[config.mk]
export PLATFORM = sky130hd
export DESIGN_NAME = alu_sequencer
export DESIGN_NICKNAME = d
export VERILOG_FILES = /design/src/rtl/alu_pkg.sv /design/src/rtl/alu_op_class.sv /design/src/rtl/alu_sequencer.sv
export SDC_FILE = /design/constraint.sdc
export NUM_CORES = 1
export LEC_CHECK = 0
export CAP_MARGIN = 5
export CELL_PAD_IN_SITES_DETAIL_PLACEMENT = 1
export CELL_PAD_IN_SITES_GLOBAL_PLACEMENT = 1
export CORE_MARGIN = 2
export CORE_UTILIZATION = 31
export DETAILED_ROUTE_END_ITERATION = 16
export PLACE_DENSITY = 0.9
export REMOVE_ABC_BUFFERS = 1
export SYNTH_ARGS = -nofsm -noshare
export SYNTH_HDL_FRONTEND = slang
export SYNTH_HIERARCHICAL = 1
export SYNTH_SLANG_ARGS = --single-unit
export TNS_END_PERCENT = 10
[constraint.sdc]
create_clock -name i_clk -period 4.4 [get_ports i_clk]
set_input_delay 0.44 -clock i_clk [delete_from_list [all_inputs] [get_ports i_clk]]
set_output_delay 0.44 -clock i_clk [all_outputs]
set_load 0.01 [all_outputs]
[src/rtl/alu_pkg.sv]
// alu_pkg: shared definitions for the ALU issue sequencer.
//   - ALU op-code constants (ADD=0 .. AUIPC=44) and the idle op code NOP_OP
//   - state_e    : sequencer FSM states
//   - op_class_e : issue class of an op code (single-cycle, multi-cycle,
//                  memory, invalid)
package alu_pkg;

  localparam logic [5:0] OP_ADD    = 6'd0;
  localparam logic [5:0] OP_SUB    = 6'd1;
  localparam logic [5:0] OP_SLL    = 6'd2;
  localparam logic [5:0] OP_SLT    = 6'd3;
  localparam logic [5:0] OP_SLTU   = 6'd4;
  localparam logic [5:0] OP_XOR    = 6'd5;
  localparam logic [5:0] OP_SRL    = 6'd6;
  localparam logic [5:0] OP_SRA    = 6'd7;
  localparam logic [5:0] OP_OR     = 6'd8;
  localparam logic [5:0] OP_AND    = 6'd9;
  localparam logic [5:0] OP_MUL    = 6'd10;
  localparam logic [5:0] OP_MULH   = 6'd11;
  localparam logic [5:0] OP_MULHSU = 6'd12;
  localparam logic [5:0] OP_MULHU  = 6'd13;
  localparam logic [5:0] OP_DIV    = 6'd14;
  localparam logic [5:0] OP_DIVU   = 6'd15;
  localparam logic [5:0] OP_REM    = 6'd16;
  localparam logic [5:0] OP_REMU   = 6'd17;
  localparam logic [5:0] OP_ADDI   = 6'd18;
  localparam logic [5:0] OP_SLTI   = 6'd19;
  localparam logic [5:0] OP_SLTIU  = 6'd20;
  localparam logic [5:0] OP_XORI   = 6'd21;
  localparam logic [5:0] OP_ORI    = 6'd22;
  localparam logic [5:0] OP_ANDI   = 6'd23;
  localparam logic [5:0] OP_SLLI   = 6'd24;
  localparam logic [5:0] OP_SRLI   = 6'd25;
  localparam logic [5:0] OP_SRAI   = 6'd26;
  localparam logic [5:0] OP_LB     = 6'd27;
  localparam logic [5:0] OP_LH     = 6'd28;
  localparam logic [5:0] OP_LW     = 6'd29;
  localparam logic [5:0] OP_LBU    = 6'd30;
  localparam logic [5:0] OP_LHU    = 6'd31;
  localparam logic [5:0] OP_SB     = 6'd32;
  localparam logic [5:0] OP_SH     = 6'd33;
  localparam logic [5:0] OP_SW     = 6'd34;
  localparam logic [5:0] OP_BEQ    = 6'd35;
  localparam logic [5:0] OP_BNE    = 6'd36;
  localparam logic [5:0] OP_BLT    = 6'd37;
  localparam logic [5:0] OP_BGE    = 6'd38;
  localparam logic [5:0] OP_BLTU   = 6'd39;
  localparam logic [5:0] OP_BGEU   = 6'd40;
  localparam logic [5:0] OP_JAL    = 6'd41;
  localparam logic [5:0] OP_JALR   = 6'd42;
  localparam logic [5:0] OP_LUI    = 6'd43;
  localparam logic [5:0] OP_AUIPC  = 6'd44;

  // Op code the ALU decodes as "no action".
  localparam logic [5:0] NOP_OP    = 6'd63;

  typedef enum logic [1:0] {
    IDLE  = 2'd0,
    ISSUE = 2'd1,
    WAIT  = 2'd2,
    DONE  = 2'd3
  } state_e;

  typedef enum logic [1:0] {
    SINGLE  = 2'd0,
    MULTI   = 2'd1,
    MEM     = 2'd2,
    INVALID = 2'd3
  } op_class_e;

endpackage

[src/rtl/alu_op_class.sv]
// alu_op_class: combinational op-code classifier.
//   i_op    : 6-bit ALU op code
//   o_class : INVALID (>44), MULTI (divide/remainder 14..17),
//             MEM (load/store 27..34), SINGLE otherwise
module alu_op_class
  import alu_pkg::*;
(
  input  logic [5:0] i_op,
  output op_class_e  o_class
);

  always_comb begin
    o_class = SINGLE;
    if (i_op > OP_AUIPC) begin
      o_class = INVALID;
    end else if (i_op >= OP_DIV && i_op <= OP_REMU) begin
      o_class = MULTI;
    end else if (i_op >= OP_LB && i_op <= OP_SW) begin
      o_class = MEM;
    end
  end

endmodule

[src/rtl/alu_sequencer.sv]
// alu_sequencer: issues one op at a time to an external ALU and collects
// its result.
//   i_clk, i_rst                 : clock, synchronous active-high reset
//   i_req_valid / o_req_ready    : request handshake from the control unit
//   i_op, i_IR, i_A, i_B, i_PC   : op code and operands, latched on accept
//   i_flush                      : abort the in-flight op
//   o_alu_*                      : op and operands driven to the ALU
//   i_alu_*                      : ALU result, write-back and jump outputs
//   o_done                       : one-cycle completion pulse
//   o_result, o_jump_address, o_wb_en, o_jump_DV, o_error
//                                : completion data, valid while o_done=1
module alu_sequencer
  import alu_pkg::*;
#(
  parameter int unsigned DIV_TIMEOUT = 64,
  parameter logic [5:0]  NOP_OP      = alu_pkg::NOP_OP
) (
  input  logic        i_clk,
  input  logic        i_rst,
  input  logic        i_req_valid,
  output logic        o_req_ready,
  input  logic [5:0]  i_op,
  input  logic [31:0] i_IR,
  input  logic [31:0] i_A,
  input  logic [31:0] i_B,
  input  logic [31:0] i_PC,
  input  logic        i_flush,
  output logic [31:0] o_alu_instruction,
  output logic [31:0] o_alu_IR,
  output logic [31:0] o_alu_A,
  output logic [31:0] o_alu_B,
  output logic [31:0] o_alu_PC,
  output logic        o_alu_state,
  input  logic [31:0] i_alu_result,
  input  logic [31:0] i_alu_jump_address,
  input  logic        i_alu_load_regfile,
  input  logic        i_alu_jump_DV,
  output logic        o_done,
  output logic [31:0] o_result,
  output logic [31:0] o_jump_address,
  output logic        o_wb_en,
  output logic        o_jump_DV,
  output logic        o_error
);

  localparam int unsigned   CW  = $clog2(DIV_TIMEOUT + 1);
  localparam logic [CW-1:0] TMO = CW'(DIV_TIMEOUT);

  state_e      state_q, state_d;
  op_class_e   cls_q, cls_d, in_cls;
  logic [5:0]  op_q, op_d;
  logic [31:0] ir_q, ir_d, a_q, a_d, b_q, b_d, pc_q, pc_d;
  logic [31:0] result_q, result_d, jaddr_q, jaddr_d;
  logic        wb_q, wb_d, jdv_q, jdv_d, err_q, err_d;
  logic [CW-1:0] cnt_q, cnt_d, cnt_inc;
  logic        accept;

  alu_op_class u_op_class (
    .i_op    (i_op),
    .o_class (in_cls)
  );

  assign o_req_ready = (state_q == IDLE) && !i_flush && !i_rst;
  assign accept      = o_req_ready && i_req_valid;
  assign cnt_inc     = cnt_q + CW'(1);

  always_comb begin
    state_d  = state_q;
    cls_d    = cls_q;
    op_d     = op_q;
    ir_d     = ir_q;
    a_d      = a_q;
    b_d      = b_q;
    pc_d     = pc_q;
    result_d = result_q;
    jaddr_d  = jaddr_q;
    wb_d     = wb_q;
    jdv_d    = jdv_q;
    err_d    = err_q;
    cnt_d    = cnt_q;
    case (state_q)
      IDLE: begin
        if (accept) begin
          op_d     = i_op;
          cls_d    = in_cls;
          ir_d     = i_IR;
          a_d      = i_A;
          b_d      = i_B;
          pc_d     = i_PC;
          result_d = '0;
          jaddr_d  = '0;
          wb_d     = 1'b0;
          jdv_d    = 1'b0;
          err_d    = (in_cls == INVALID);
          cnt_d    = '0;
          state_d  = (in_cls == INVALID) ? DONE : ISSUE;
        end
      end
      ISSUE: begin
        cnt_d   = '0;
        state_d = WAIT;
      end
      WAIT: begin
        if (cls_q == MULTI) begin
          if (i_alu_load_regfile) begin
            result_d = i_alu_result;
            wb_d     = 1'b1;
            cnt_d    = '0;
            state_d  = DONE;
          end else if (cnt_inc == TMO) begin
            result_d = '0;
            wb_d     = 1'b0;
            err_d    = 1'b1;
            cnt_d    = '0;
            state_d  = DONE;
          end else begin
            cnt_d = cnt_inc;
          end
        end else begin
          // Single-cycle and memory ops: ALU output is registered, so it is
          // valid at the end of the one WAIT cycle. Memory ops never write back.
          result_d = i_alu_result;
          jaddr_d  = i_alu_jump_address;
          jdv_d    = i_alu_jump_DV;
          wb_d     = (cls_q == SINGLE) && i_alu_load_regfile;
          state_d  = DONE;
        end
      end
      DONE: state_d = IDLE;
      default: state_d = IDLE;
    endcase
    if (i_flush && state_q != IDLE) begin
      state_d = IDLE;
      cnt_d   = '0;
    end
  end

  always_ff @(posedge i_clk) begin
    if (i_rst) begin
      state_q  <= IDLE;
      cls_q    <= SINGLE;
      op_q     <= '0;
      ir_q     <= '0;
      a_q      <= '0;
      b_q      <= '0;
      pc_q     <= '0;
      result_q <= '0;
      jaddr_q  <= '0;
      wb_q     <= 1'b0;
      jdv_q    <= 1'b0;
      err_q    <= 1'b0;
      cnt_q    <= '0;
    end else begin
      state_q  <= state_d;
      cls_q    <= cls_d;
      op_q     <= op_d;
      ir_q     <= ir_d;
      a_q      <= a_d;
      b_q      <= b_d;
      pc_q     <= pc_d;
      result_q <= result_d;
      jaddr_q  <= jaddr_d;
      wb_q     <= wb_d;
      jdv_q    <= jdv_d;
      err_q    <= err_d;
      cnt_q    <= cnt_d;
    end
  end

  // Reset and flush take effect on the ALU interface immediately, so the
  // ALU divide counter clears in the same cycle the abort is requested.
  always_comb begin
    o_alu_instruction = {26'd0, NOP_OP};
    o_alu_state       = 1'b0;
    if (!i_rst && !i_flush) begin
      case (state_q)
        ISSUE: begin
          o_alu_instruction = {26'd0, op_q};
          o_alu_state       = 1'b1;
        end
        WAIT: begin
          o_alu_state = 1'b1;
          if (cls_q == MULTI) o_alu_instruction = {26'd0, op_q};
        end
        default: ;
      endcase
    end
  end

  assign o_alu_IR       = i_rst ? '0 : ir_q;
  assign o_alu_A        = i_rst ? '0 : a_q;
  assign o_alu_B        = i_rst ? '0 : b_q;
  assign o_alu_PC       = i_rst ? '0 : pc_q;
  assign o_done         = (state_q == DONE) && !i_flush && !i_rst;
  assign o_result       = i_rst ? '0 : result_q;
  assign o_jump_address = i_rst ? '0 : jaddr_q;
  assign o_wb_en        = wb_q  && !i_rst;
  assign o_jump_DV      = jdv_q && !i_rst;
  assign o_error        = err_q && !i_rst;

endmodule

==> impl_metrics.env <==
export IMPL_status="complete, no violations"
export IMPL_cap_violations=0
export IMPL_final_area_um2=14600
export IMPL_relSlewSlack_pct=21.1
export IMPL_rows=63
export IMPL_cts_sinks=212
export IMPL_met2_length_um=17500
export IMPL_antenna_found_initial=2
export IMPL_synth_commonest_cells="290 x nand2_1, 212 x a21oi_1, 212 x dfxtp_1"
export IMPL_drtPass1Iterations=4
export IMPL_grt_pass1_vias=9909
export IMPL_initial_core_util_pct=31.7
export IMPL_rsz0062_at_grt="no"
export IMPL_start_kind="flip-flop"
export IMPL_setup_viol=0
export IMPL_cp_cell_sequence="inv_1, ha_1, and2_1, a21boi_0, buf_4, nand2_1, clkdlybuf4s50_1"
export IMPL_portBuffers=407
export IMPL_path_delay_family="buffers and inverters"
export IMPL_syn_inst=1253
export IMPL_track_usage_pct=20.0
export IMPL_hold_class="in2reg"
export IMPL_hold_viol_final=0
export IMPL_wirelength_um=34000
export IMPL_fin_crit_ps=3400
export IMPL_irDropWorstVdd_v=0.000260
export IMPL_wl_met1_um=13400
export IMPL_core_area_um2=29800
export IMPL_die_h_um=179
export IMPL_die_area_um2=31900
export IMPL_place_area_um2=13700
export IMPL_hpwl_um=23800
export IMPL_postCtsHoldBufs=0
export IMPL_grt_overflow=0
export IMPL_route_vias_total=9665
export IMPL_synth_top_area_share_pct=45.0
export IMPL_yosys_area_top_type="dfxtp_1"
export IMPL_area_growth_pct=54.4
export IMPL_die_w_um=179
export IMPL_ys_top_cells_by_area="dfxtp_1 45%, nand2_1 12%, a21oi_1 11%"
export IMPL_nFillCells=3537
export IMPL_clk_pin_slew_ps=60
export IMPL_layout_drive_gt1_share_pct=3.95
export IMPL_finalCritPeriodShare_pct=77.2
export IMPL_fin_worst_skew_ps=7.06
export IMPL_io_pins=434
export IMPL_ctsResizeCount=0
export IMPL_ys_seq_area_share_pct=45.0
export IMPL_highest_layer="met4"
export IMPL_via_per_inst=4.80
export IMPL_detail_route_antenna_nets=0
export IMPL_whs_ps=408
export IMPL_synthMostInstantiatedCell="nand2_1"
export IMPL_cts_tree="built"
export IMPL_drt_iter0_markers=490
export IMPL_max_freq_mhz=294
export IMPL_pwr_density_cell_nw_per_um2=347
export IMPL_nets=1811
export IMPL_p_leak_nw=5.35
export IMPL_arrival_ps=2960
export IMPL_syn_avg_cell_area_um2=7.53
export IMPL_ys_flop_type="dfxtp_1"
export IMPL_yosysWarnings=6
export IMPL_final_max_slew_viol_count=0
export IMPL_crit_fanout=5
export IMPL_route_detailed_drc=0
export IMPL_tightest_slew_ps=1180
export IMPL_end_kind="primary output"
export IMPL_grt_max_degree=172
export IMPL_ys_seq_elements=212
export IMPL_cts_setup_buffers=0
export IMPL_yosysUniqueCellTypes=42
export IMPL_wl_met3_um=1690
export IMPL_r2r_setup_slack_ps=1540
export IMPL_timing_critical_path_buf_inv=3
export IMPL_insertion_delay_ps=520
export IMPL_globalplace_congestion=0.763
export IMPL_grt_pass1_wl_um=51100
export IMPL_htree_levels=1
export IMPL_async_flop_share_pct=0
export IMPL_wire_per_inst_um=16.9
export IMPL_cts_buffers=26
export IMPL_cts_max_path_buffers=3
export IMPL_slowest_delay_ps=630
export IMPL_synth_edf_count=0
export IMPL_crit_slowest_cell="a21boi_0"
export IMPL_cts_root_buf="clkbuf_16"
export IMPL_synthesis_area_um2=9440
export IMPL_worstPathRequired_ps=3960
export IMPL_path_class="reg2out"
-- stage by stage --
stage	setup TNS (ps)	utilization (%)	setup slack (ps)	cells	total power, mW
6_report	0	48.9	1000	2013	5.06
3_3_place_gp	0	45.8	911	1961	2.83
5_1_grt	0	48.9	832	2012	5.27
3_5_place_dp	0	45.8	1230	1962	2.85
2_1_floorplan	-94080	-	-2380	1154	2.40
4_1_cts	0	48.9	950	2010	5.12
-- worst paths after layout --
kind | endpoint | cells after the start | start
max | o_alu_instruction[5] | 7 | state_q[0]$_SDFFE_PP0P_
min | a_q[6]$_SDFFE_PP0P_ | 2 | i_rst
max reg2reg | result_q[30]$_SDFFE_PP0P_ | 6 | state_q[0]$_SDFFE_PP0P_
min reg2reg | pc_q[25]$_SDFFE_PP0P_ | 2 | pc_q[25]$_SDFFE_PP0P_
-- flip-flops by register name, summed over array words and instances, names as in the netlist, 2 cells and up --
| register | flops |
|---|---|
| cnt_q | 7 |
| ir_q | 32 |
| op_q | 6 |
| result_q | 32 |
| pc_q | 32 |
| state_q | 2 |
| jaddr_q | 32 |
| cls_q | 2 |
| b_q | 32 |
| a_q | 32 |
-- layout by cell type, fill, tap and decap left out, types with 3 or more instances in the layout --
master / synthesis / routed
buf_4: 26 / 10
clkinv_2: 0 / 6
a21oi_1: 212 / 211
nand2b_1: 37 / 37
o21ai_0: 40 / 40
nor2_1: 16 / 13
bufinv_16: 0 / 3
clkbuf_16: 0 / 27
clkbuf_1: 83 / 5
ha_1: 7 / 7
nand3b_1: 3 / 3
clkbuf_8: 0 / 6
nand3_1: 36 / 36
nor2b_1: 161 / 161
a211oi_1: 33 / 33
inv_1: 41 / 41
dfxtp_1: 212 / 212
nand2_1: 290 / 289
conb_1: 1 / 26
diode_2: 0 / 3
o21ai_1: 5 / 5
nor3_1: 8 / 8
clkdlybuf4s50_1: 0 / 406
-- cell type report --
| cell class | count | area (um^2) | share of cell area, % |
|---|---|---|---|
| tap | 390 | 488 | 3.35 |
| timing repair buffer | 418 | 4170 | 28.6 |
| sequential | 212 | 4240 | 29.1 |
| multi-input combinational | 901 | 4600 | 31.6 |
| inverter | 41 | 154 | 1.06 |
| clock buffer | 38 | 777 | 5.33 |
| antenna | 3 | 7.51 | 0.0515 |
| clock inverter | 10 | 128 | 0.876 |
-- kinds of logic (layout without fill, tap and decap cells) --
family	count (synthesis)	in the layout	synth area share [%]
buffers and inverters	165	507	7.65
muxes	1	1	0.119
and+or+nand+nor	563	563	28.9
AOI/OAI and AO/OA	303	303	17.4
xor gates and xnor gates	1	1	0.0928
other	1	29	0.0397
DFF	212	212	45.0
adders and majority gates	7	7	0.928
-- report_power, final --
| group | total [mW] | leakage, nW | switching, mW | internal [mW] |
|---|---|---|---|---|
| Clock | 2.24 | 0.448 | 0.846 | 1.39 |
| Sequential | 2.04 | 1.72 | 0.0404 | 2.00 |
| Combinational | 0.777 | 3.19 | 0.410 | 0.368 |
| Total | 5.06 | 5.35 | 1.30 | 3.76 |
-- layer usage --
metal / up-vias / GRT usage [%]
li1: 4711 / -
met5: - / 0
met4: 0 / 8.98
met2: 256 / 36.8
met3: 80 / 3.75
met1: 4618 / 22.2
Power figures use the tool's default switching activity.
